[config.mk]
export PLATFORM = sky130hd
export DESIGN_NAME = itcm_loader
export DESIGN_NICKNAME = d
export VERILOG_FILES = /design/src/rtl/itcm_pkg.sv /design/src/rtl/itcm_word_packer.sv /design/src/rtl/itcm_loader.sv
export SDC_FILE = /design/constraint.sdc
export NUM_CORES = 1
export LEC_CHECK = 0
export CAP_MARGIN = 30
export CORE_MARGIN = 1.5
export CORE_UTILIZATION = 30
export DETAILED_ROUTE_END_ITERATION = 7
export SKIP_CTS_REPAIR_TIMING = 1
export SLEW_MARGIN = 5
export SYNTH_ARGS = -nofsm -noshare
export SYNTH_HDL_FRONTEND = slang
export SYNTH_SLANG_ARGS = --single-unit
[constraint.sdc]
create_clock -name clk -period 19.5 [get_ports clk]
set_input_delay 2.925 -clock clk [delete_from_list [all_inputs] [get_ports clk]]
set_output_delay 2.925 -clock clk [all_outputs]
set_load 0.1 [all_outputs]
[src/rtl/itcm_pkg.sv]
// ---------------------------------------------------------------------------
// itcm_pkg : shared widths and loader state encoding for the itcm boot loader
// Revision : 1.0
// ---------------------------------------------------------------------------
`default_nettype none

package itcm_pkg;

    localparam int ITCM_ADDR_WIDTH = 14;
    localparam int ITCM_DATA_WIDTH = 32;
    localparam int BPW             = ITCM_DATA_WIDTH / 8;

    typedef enum logic [1:0] {
        ST_IDLE   = 2'd0,
        ST_LOAD   = 2'd1,
        ST_VERIFY = 2'd2,
        ST_CHECK  = 2'd3
    } loader_state_t;

endpackage

`default_nettype wire

[src/rtl/itcm_word_packer.sv]
// ---------------------------------------------------------------------------
// itcm_word_packer : packs a byte stream LSB-first into DATA_WIDTH-bit words
// Revision         : 1.0
// ---------------------------------------------------------------------------
`default_nettype none

module itcm_word_packer #(
    parameter int DATA_WIDTH = 32
) (
    input  logic                  clk,
    input  logic                  rst,
    input  logic                  i_flush,
    input  logic [7:0]            i_byte,
    input  logic                  i_valid,
    input  logic                  i_ready,
    output logic                  o_word_valid,
    output logic [DATA_WIDTH-1:0] o_word
);

    localparam int BPW   = DATA_WIDTH / 8;
    localparam int CNT_W = (BPW > 1) ? $clog2(BPW) : 1;

    logic [CNT_W-1:0]      r_cnt;
    logic [DATA_WIDTH-1:0] r_shift;
    logic                  w_fire;
    logic                  w_last;

    assign w_fire = i_valid & i_ready;
    assign w_last = (r_cnt == CNT_W'(BPW - 1));

    // The completing byte is merged combinationally so the word is ready on the handshake edge.
    assign o_word       = {i_byte, r_shift[DATA_WIDTH-1:8]};
    assign o_word_valid = w_fire & w_last;

    always_ff @(posedge clk or posedge rst) begin
        if (rst) begin
            r_cnt   <= '0;
            r_shift <= '0;
        end else if (i_flush) begin
            r_cnt   <= '0;
            r_shift <= '0;
        end else if (w_fire) begin
            r_shift <= {i_byte, r_shift[DATA_WIDTH-1:8]};
            r_cnt   <= w_last ? '0 : r_cnt + CNT_W'(1);
        end
    end

endmodule

`default_nettype wire

[src/rtl/itcm_loader.sv]
// ---------------------------------------------------------------------------
// itcm_loader : boot-time itcm initiator - stream load, readback, checksum compare
// Revision    : 1.0
// ---------------------------------------------------------------------------
`default_nettype none

module itcm_loader
    import itcm_pkg::*;
#(
    parameter int ADDR_WIDTH = ITCM_ADDR_WIDTH,
    parameter int DATA_WIDTH = ITCM_DATA_WIDTH
) (
    input  logic                  clk,
    input  logic                  rst,
    input  logic                  start,
    input  logic [ADDR_WIDTH:0]   word_count,
    input  logic [7:0]            s_data,
    input  logic                  s_valid,
    output logic                  s_ready,
    output logic [ADDR_WIDTH-1:0] mem_addr,
    output logic [DATA_WIDTH-1:0] mem_wr_data,
    output logic                  mem_wr_en,
    input  logic [DATA_WIDTH-1:0] mem_rd_data,
    output logic                  busy,
    output logic                  done,
    output logic                  error,
    output logic [DATA_WIDTH-1:0] checksum
);

    localparam logic [ADDR_WIDTH:0] c_full_count = {1'b1, {ADDR_WIDTH{1'b0}}};

    loader_state_t         r_state;
    logic                  r_s_ready;
    logic [ADDR_WIDTH-1:0] r_mem_addr;
    logic [DATA_WIDTH-1:0] r_mem_wr_data;
    logic                  r_mem_wr_en;
    logic                  r_busy;
    logic                  r_done;
    logic                  r_error;
    logic                  r_bad;
    logic [DATA_WIDTH-1:0] r_checksum;
    logic [DATA_WIDTH-1:0] r_rd_sum;
    logic [ADDR_WIDTH:0]   r_wc;
    logic [ADDR_WIDTH:0]   r_word_idx;
    logic [ADDR_WIDTH:0]   r_vaddr;
    logic                  r_rd_addr_v;
    logic                  r_rd_data_v;

    logic                  w_start_ok;
    logic                  w_word_valid;
    logic [DATA_WIDTH-1:0] w_word;

    assign w_start_ok = start & (r_state == ST_IDLE);

    itcm_word_packer #(
        .DATA_WIDTH (DATA_WIDTH)
    ) u_packer (
        .clk          (clk),
        .rst          (rst),
        .i_flush      (w_start_ok),
        .i_byte       (s_data),
        .i_valid      (s_valid),
        .i_ready      (r_s_ready),
        .o_word_valid (w_word_valid),
        .o_word       (w_word)
    );

    always_ff @(posedge clk or posedge rst) begin
        if (rst) begin
            r_state       <= ST_IDLE;
            r_s_ready     <= 1'b0;
            r_mem_addr    <= '0;
            r_mem_wr_data <= '0;
            r_mem_wr_en   <= 1'b0;
            r_busy        <= 1'b0;
            r_done        <= 1'b0;
            r_error       <= 1'b0;
            r_bad         <= 1'b0;
            r_checksum    <= '0;
            r_rd_sum      <= '0;
            r_wc          <= '0;
            r_word_idx    <= '0;
            r_vaddr       <= '0;
            r_rd_addr_v   <= 1'b0;
            r_rd_data_v   <= 1'b0;
        end else begin
            r_mem_wr_en <= 1'b0;
            case (r_state)
                ST_IDLE: begin
                    if (start) begin
                        r_done      <= 1'b0;
                        r_error     <= 1'b0;
                        r_checksum  <= '0;
                        r_rd_sum    <= '0;
                        r_word_idx  <= '0;
                        r_vaddr     <= '0;
                        r_rd_addr_v <= 1'b0;
                        r_rd_data_v <= 1'b0;
                        r_wc        <= word_count;
                        r_busy      <= 1'b1;
                        // Empty or oversized requests finish through CHECK without touching memory.
                        if ((word_count == '0) || (word_count > c_full_count)) begin
                            r_bad   <= (word_count != '0);
                            r_state <= ST_CHECK;
                        end else begin
                            r_bad     <= 1'b0;
                            r_s_ready <= 1'b1;
                            r_state   <= ST_LOAD;
                        end
                    end
                end
                ST_LOAD: begin
                    if (w_word_valid) begin
                        r_mem_wr_en   <= 1'b1;
                        r_mem_addr    <= r_word_idx[ADDR_WIDTH-1:0];
                        r_mem_wr_data <= w_word;
                        r_checksum    <= r_checksum + w_word;
                        r_word_idx    <= r_word_idx + 1'b1;
                        r_s_ready     <= 1'b0;
                        if ((r_word_idx + 1'b1) == r_wc) begin
                            r_state <= ST_VERIFY;
                        end
                    end else begin
                        r_s_ready <= 1'b1;
                    end
                end
                ST_VERIFY: begin
                    if (r_vaddr < r_wc) begin
                        r_mem_addr  <= r_vaddr[ADDR_WIDTH-1:0];
                        r_vaddr     <= r_vaddr + 1'b1;
                        r_rd_addr_v <= 1'b1;
                    end else begin
                        r_rd_addr_v <= 1'b0;
                    end
                    // Read data trails its address by one cycle.
                    r_rd_data_v <= r_rd_addr_v;
                    if (r_rd_data_v) begin
                        r_rd_sum <= r_rd_sum + mem_rd_data;
                    end
                    if (r_rd_data_v && !r_rd_addr_v && (r_vaddr == r_wc)) begin
                        r_state <= ST_CHECK;
                    end
                end
                ST_CHECK: begin
                    r_error <= r_bad | (r_rd_sum != r_checksum);
                    r_done  <= 1'b1;
                    r_busy  <= 1'b0;
                    r_state <= ST_IDLE;
                end
                default: r_state <= ST_IDLE;
            endcase
        end
    end

    assign s_ready     = r_s_ready;
    assign mem_addr    = r_mem_addr;
    assign mem_wr_data = r_mem_wr_data;
    assign mem_wr_en   = r_mem_wr_en;
    assign busy        = r_busy;
    assign done        = r_done;
    assign error       = r_error;
    assign checksum    = r_checksum;

endmodule

`default_nettype wire

==> metrics.md, run 1 <==
| Metric | Value |
|---|---|
| Worst hold start | `mem_addr[9]$_DFFE_PP0P_` |
| Routed wire per std cell | `18.10 um` |
| Grt total ovfl | `0` |
| Number of enable flip-flop cells after synthesis | `0` |
| P_leak | `6.626 nW` |
| Share of cells above drive strength 1 | `6.824%` |
| Inserted Clock Buffers | `17` |
| Hold Path Class | `reg -> reg` |
| Hold Path Depth | `2` |
| Largest net degree at the start of global routing | `128` |
| Clock slew at reported path FFs | `0.09 ns` |
| Highest ir drop seen on vdd | `147.6 uV` |
| Worst relative slew slack | `30.69%` |
| Fillcell total | `4023` |
| Crit end category | `register` |
| Final Cycle Share | `30.55%` |
| Die H | `203.4 um` |
| Cells after synthesis | `1342` |
| Max frequency | `167.9 MHz` |
| Placed cell count | `1968` |
| Top_reg_cell synth | `dfrtp_1` |
| Die W | `203.4 um` |
| Routed Antenna Nets | `0` |
| Clock Sinks | `191` |
| First DRT Iteration DRCs | `748` |
| Util after Layout | `37.23%` |
| Post-Syn Area per Cell | `8.974 um2` |
| Tot GR Track Use | `17.73%` |
| Clock skew | `0.01524 ns` |
| Pwr Density | `137.1 nW/um2` |
| Initial Util | `30.38%` |
| Pre-antenna DRT Iters | `5` |
| Nets@finish | `1613` |
| CP Data Required Time | `19.89 ns` |
| Yosys warns | `0` |
| CTS tree | `done` |
| CP max FO | `6` |
| Die ar. | `41350 um2` |
| Largest stage delay, worst path | `0.60 ns` |
| Diode count | `0` |
| Hold endpoint | `mem_addr[9]$_DFFE_PP0P_` |
| R2r setup slk | `16.04 ns` |
| FF+latch count, synth | `191` |
| Max Slew Vio Count | `0` |
| Antenna violations before repair | `0` |
| Slowest-stage cell, CP | `or4b_2` |
| GP Congestion | `0.8875` |
| Vias in the first global route | `10060` |
| Synth area leader | `dfrtp_1` |
| Root buf cell | `clkbuf_16` |
| Worst reg2reg endpoint | `r_rd_sum[26]$_DFFE_PP0P_` |
| CP Data Arrival Time | `6.34 ns` |
| Count of non-filler cells in the finished layout | `2005` |
| HPWL after DPL | `27410 um` |
| Post-synth top area share | `39.69%` |
| Clk Latency, worst-skew pair | `0.44 ns` |
| Post-synthesis sequential area ratio | `39.69%` |
| Worst path cell trace | `clkdlybuf4s50_1 > ha_1 > inv_1 > fa_1 > and2b_1 > o21ai_0 > a21boi_0 > o211ai_1 > nand3b_1 > a31oi_1 > o21ai_2 > or4b_2 > nand3_1` |
| H-tree Lvls | `4` |
| CP Launch Type | `primary input` |
| Row count | `73` |
| Ys async rst share | `100.0%` |
| Setup TNS | `0 ns` |
| Worst reg-to-reg path cell count | `12` |
| First-pass GRT wire length | `57410 um` |
| Tmin final | `5.957 ns` |
| Area grow syn2layout | `22.54%` |
| Power, Total | `0.002023 W` |
| Distinct cells, synth | `72` |
| Max clock buf depth | `2` |
| Setup violators final | `0` |
| Cell Area, Synth | `12040 um2` |
| Final Hold Fails | `0` |
| Via count | `10370` |
| Core Footprint | `39640 um2` |
| Drt total wl | `36290 um` |
| Critical R2R Launch | `r_rd_sum[0]$_DFFE_PP0P_` |
| Largest cells by area after synthesis | `dfrtp_1, ha_1, nand2_1, o21ai_0, a21oi_1` |
| Vias/cell | `5.170` |
| # Max-Cap Violations | `0` |
| Ports | `142` |
| Remaining DRCs | `0` |
| Post-synthesis net count | `1488` |
| Unrepaired setup endpoints after global routing | `false` |
| Number of port buffers | `141` |
| Crit path kind | `in -> reg` |
| Run status | `complete, no violations` |
| Worst slew pin tran | `1.036 ns` |
how the worst max path moves through the flow:
| stage | endpoint | slack [ns] | start | cells after the start |
|---|---|---|---|---|
| after floorplan | busy$_DFFE_PP0P_ | 11.38 | rst | 1 |
| after global placement | checksum[25]$_DFFE_PP0P_ | 12.94 | s_valid | 9 |
| after detailed placement | checksum[25]$_DFFE_PP0P_ | 12.88 | s_valid | 9 |
| after CTS | checksum[25]$_DFFE_PP0P_ | 13.33 | s_valid | 9 |
| after global routing | r_rd_sum[26]$_DFFE_PP0P_ | 13.24 | mem_rd_data[0] | 13 |
| final | r_rd_sum[26]$_DFFE_PP0P_ | 13.54 | mem_rd_data[0] | 13 |
worst max-delay path: cells and delay by family:
kind	cells	cell delay, ns
fa+ha+maj	2	0.56
compound gates	5	1.07
buf+inv	2	0.53
simple gates	4	1.24
logic make-up after synthesis:
kind of cell | after synthesis | share of synthesized area, %
and+or+nand+nor | 411 | 15.59
AOI/OAI and AO/OA | 401 | 20.67
DFF | 191 | 39.69
buffers and inverters | 105 | 3.345
xor gates and xnor gates | 96 | 6.982
adders and majority gates | 87 | 9.164
muxes | 51 | 4.561
sequential cells by signal, summed over array words and instances, names as in the netlist:
| name | cells |
|---|---|
| busy | 1 |
| checksum | 32 |
| done | 1 |
| error | 1 |
| mem_addr | 14 |
| mem_wr_data | 32 |
| mem_wr_en | 1 |
| r_bad | 1 |
| r_rd_addr_v | 1 |
| r_rd_data_v | 1 |
| r_rd_sum | 32 |
| r_state | 2 |
| r_vaddr | 15 |
| r_wc | 15 |
| r_word_idx | 15 |
| s_ready | 1 |
| u_packer.r_cnt | 2 |
| u_packer.r_shift | 24 |
synthesized netlist by cell type (6+ instances only):
library cell / n
a211oi_1: 11
nor2_1: 69
o211ai_1: 6
nor2b_1: 8
xor2_1: 52
nand2b_1: 9
clkbuf_1: 45
and3_1: 14
nor3_1: 19
and4_1: 6
nor4_1: 14
nand3_1: 28
a21o_1: 32
a32o_1: 6
and2_1: 10
o21bai_1: 8
mux2i_1: 20
o21a_1: 11
inv_1: 54
xnor2_1: 44
a21oi_1: 100
o31ai_1: 17
nand4_1: 14
dfrtp_1: 191
or3_1: 8
nand2_1: 198
a31oi_1: 13
ha_1: 85
o21ai_0: 134
mux2_2: 31
placed cells by master (no fill, tap or decap), types with 19 or more instances in the layout:
cell | synthesis | layout
mux2_2 | 31 | 31
mux2i_1 | 20 | 20
a21o_1 | 32 | 32
xnor2_1 | 44 | 44
a21oi_1 | 100 | 100
dfrtp_1 | 191 | 191
nand3_1 | 28 | 27
xor2_1 | 52 | 52
ha_1 | 85 | 85
nor2_1 | 69 | 69
clkdlybuf4s50_1 | 0 | 141
inv_1 | 54 | 53
o21ai_0 | 134 | 134
nand2_1 | 198 | 198
nor3_1 | 19 | 19
power breakdown:
group	internal [W]	leakage (nW)	switching, W
sequential	0.000478	2.41	0.000111
combinational	0.000319	3.93	0.000754
clock	0.000184	0.284	0.000177
metal layers:
metal	up-vias	track usage [%]	share of wire, %
met2	247	27.65	46
met1	5008	24.83	47
li1	5067	-	-
met3	43	2.669	4.7
met5	-	0	0
met4	0	6.481	2.7
final cells by class:
class	count	area [um2]	share of cell area [%]
Clock inverter	15	173.9	1.179
Sequential cell	191	4780	32.39
Timing Repair Buffer	157	1629	11.04
Inverter	54	210.2	1.424
Multi-Input combinational cell	1046	6882	46.63
Clock buffer	17	425.4	2.883
Tap cell	525	656.9	4.451
through the flow:
stage | hold slack, ns | worst slack [ns] | cell area [um2]
3_5_place_dp | 0.4727 | 12.88 | 14050
6_report | 0.4810 | 13.54 | 14760
5_1_grt | 0.5301 | 13.24 | 14760
3_3_place_gp | 0.4670 | 12.94 | 14010
4_1_cts | 0.4903 | 13.33 | 14650
2_1_floorplan | 0.4391 | 11.38 | 12040
No activity file was read; power rests on OpenSTA's default activity.
==> inputs of run 2 (changes only) <==
==> constraint.sdc (replaced) <==
create_clock -name clk -period 6.1 [get_ports clk]
set_input_delay 0.915 -clock clk [delete_from_list [all_inputs] [get_ports clk]]
set_output_delay 0.915 -clock clk [all_outputs]
set_load 0.1 [all_outputs]
==> run 2 against run 1 <==
  * Non-clock buffer count rose by 1
  * Sequential power rose to 3.2 times the previous value
  * Critical path depth did not move
  * Critical path type unchanged
==> metrics.md, run 2 (synthesized netlist as in run 1, its figures left out) <==
| Metric | Value |
|---|---|
| Final Hold Fails | `0` |
| Count of non-filler cells in the finished layout | `2005` |
| Row count | `73` |
| Met2 WL | `16560 um` |
| CP max FO | `6` |
| Pre-antenna DRT Iters | `5` |
| HPWL after DPL | `27380 um` |
| Nets@finish | `1614` |
| Max Slew Vio Count | `0` |
| P_leak | `6.599 nW` |
| CP Data Arrival Time | `4.42 ns` |
| Vias/cell | `5.179` |
| Area grow syn2layout | `22.32%` |
| CTS tree | `done` |
| CP Data Required Time | `6.49 ns` |
| Drt total wl | `36210 um` |
| Routed Antenna Nets | `0` |
| Placed cell count | `1971` |
| Clk Latency, worst-skew pair | `0.45 ns` |
| Clock Sinks | `191` |
| Crit end category | `register` |
| Max clock buf depth | `2` |
| Grt total ovfl | `0` |
| Clock slew at reported path FFs | `0.08 ns` |
| Initial Util | `30.38%` |
| GP Congestion | `0.8885` |
| Share of cells above drive strength 1 | `6.757%` |
| H-tree Lvls | `4` |
| Unrepaired setup endpoints after global routing | `false` |
| Inserted Clock Buffers | `17` |
| Hold Path Depth | `2` |
| Largest net degree at the start of global routing | `62` |
| # Max-Cap Violations | `0` |
| Final Cycle Share | `66.08%` |
| Highest ir drop seen on vdd | `411.5 uV` |
| Via count | `10380` |
| Number of port buffers | `141` |
| Hold Path Class | `reg -> reg` |
| First-pass GRT wire length | `56200 um` |
| Tot GR Track Use | `17.50%` |
| Setup TNS | `0 ns` |
| Most frequent cells in the layout | `nand2_1, dfrtp_1, clkdlybuf4s50_1, o21ai_0, a21oi_1` |
| Tmin final | `4.031 ns` |
| Crit path kind | `in -> reg` |
| Die H | `203.4 um` |
| Worst slew pin tran | `1.039 ns` |
| Pwr Density | `441.5 nW/um2` |
| Antenna violations before repair | `0` |
| Root buf cell | `clkbuf_16` |
| Met3 Routed Length | `1554 um` |
| Max frequency | `248.1 MHz` |
| Routed wire per std cell | `18.06 um` |
| CP Launch Type | `primary input` |
| Die ar. | `41350 um2` |
| Worst reg-to-reg path cell count | `12` |
| Top Metal Used | `met4` |
| Die W | `203.4 um` |
| Ports | `142` |
| Setup violators final | `0` |
| First DRT Iteration DRCs | `757` |
| Fillcell total | `4047` |
| Diode count | `0` |
| Vias in the first global route | `9843` |
| Worst relative slew slack | `30.51%` |
| Commonest non-fill, non-tap cell in the layout | `nand2_1` |
| Remaining DRCs | `0` |
| Core Footprint | `39640 um2` |
| M1 WL | `17260 um` |
| Multi-input gate area | `6887 um2` |
| Seq. cell area | `4780 um2` |
| Clock skew | `0.009961 ns` |
| Run status | `complete, no violations` |
## run 2: metrics by stage
step	utilization, %	worst slack, ns	instance area [um2]	total power [W]	hold slack [ns]
detailed placement	35.45	1.665	14050	0.005274	0.4722
CTS	37.01	2.135	14670	0.006515	0.4899
finish	37.16	2.069	14730	0.006503	0.4827
global route	37.16	1.893	14730	0.006813	0.5129
floorplan	-	2.595	12050	0.004376	0.4391
global placement	35.41	1.791	14040	0.005243	0.4689
## run 2: layer usage
layer	up-vias	GRT usage, %
met1	5027	24.69
li1	5063	-
met2	255	27.29
met4	0	5.608
met5	-	0
met3	38	2.764
## run 2: cell type report
type	instances	share of cell area, %
clock buffer	19	2.939
clock inverter	12	1.249
inverter	54	1.402
multi-input combinational	1046	46.75
sequential	191	32.45
tap	525	4.459
timing repair buffer	158	10.75
## run 2: report_power, final
group          internal [W]  switching, W
Combinational       0.00101       0.00240
Clock              0.000688      0.000526
Sequential          0.00153      0.000347
Total               0.00323       0.00327
## run 2: worst paths after layout
| check | start | to | slack [ns] |
|---|---|---|---|
| max | mem_rd_data[0] | r_rd_sum[26]$_DFFE_PP0P_ | 2.07 |
| min | mem_addr[9]$_DFFE_PP0P_ | mem_addr[9]$_DFFE_PP0P_ | 0.48 |
| max reg2reg | r_rd_sum[0]$_DFFE_PP0P_ | r_rd_sum[26]$_DFFE_PP0P_ | 2.53 |
| min reg2reg | mem_addr[9]$_DFFE_PP0P_ | mem_addr[9]$_DFFE_PP0P_ | 0.48 |
| max in group asynchronous | rst | checksum[12]$_DFFE_PP0P_ | 3.88 |
| min in group asynchronous | rst | mem_addr[7]$_DFFE_PP0P_ | 0.96 |
## run 2: worst max-delay path, stage by stage
cell and delay (ns):
clkdlybuf4s50_1 0.46, ha_1 0.18, inv_1 0.07, fa_1 0.38, and2b_1 0.22, o21ai_0 0.11, a21boi_0 0.43, o211ai_1 0.17
nand3b_1 0.31, a31oi_1 0.19, o21ai_2 0.29, or4b_2 0.61, nand3_1 0.10
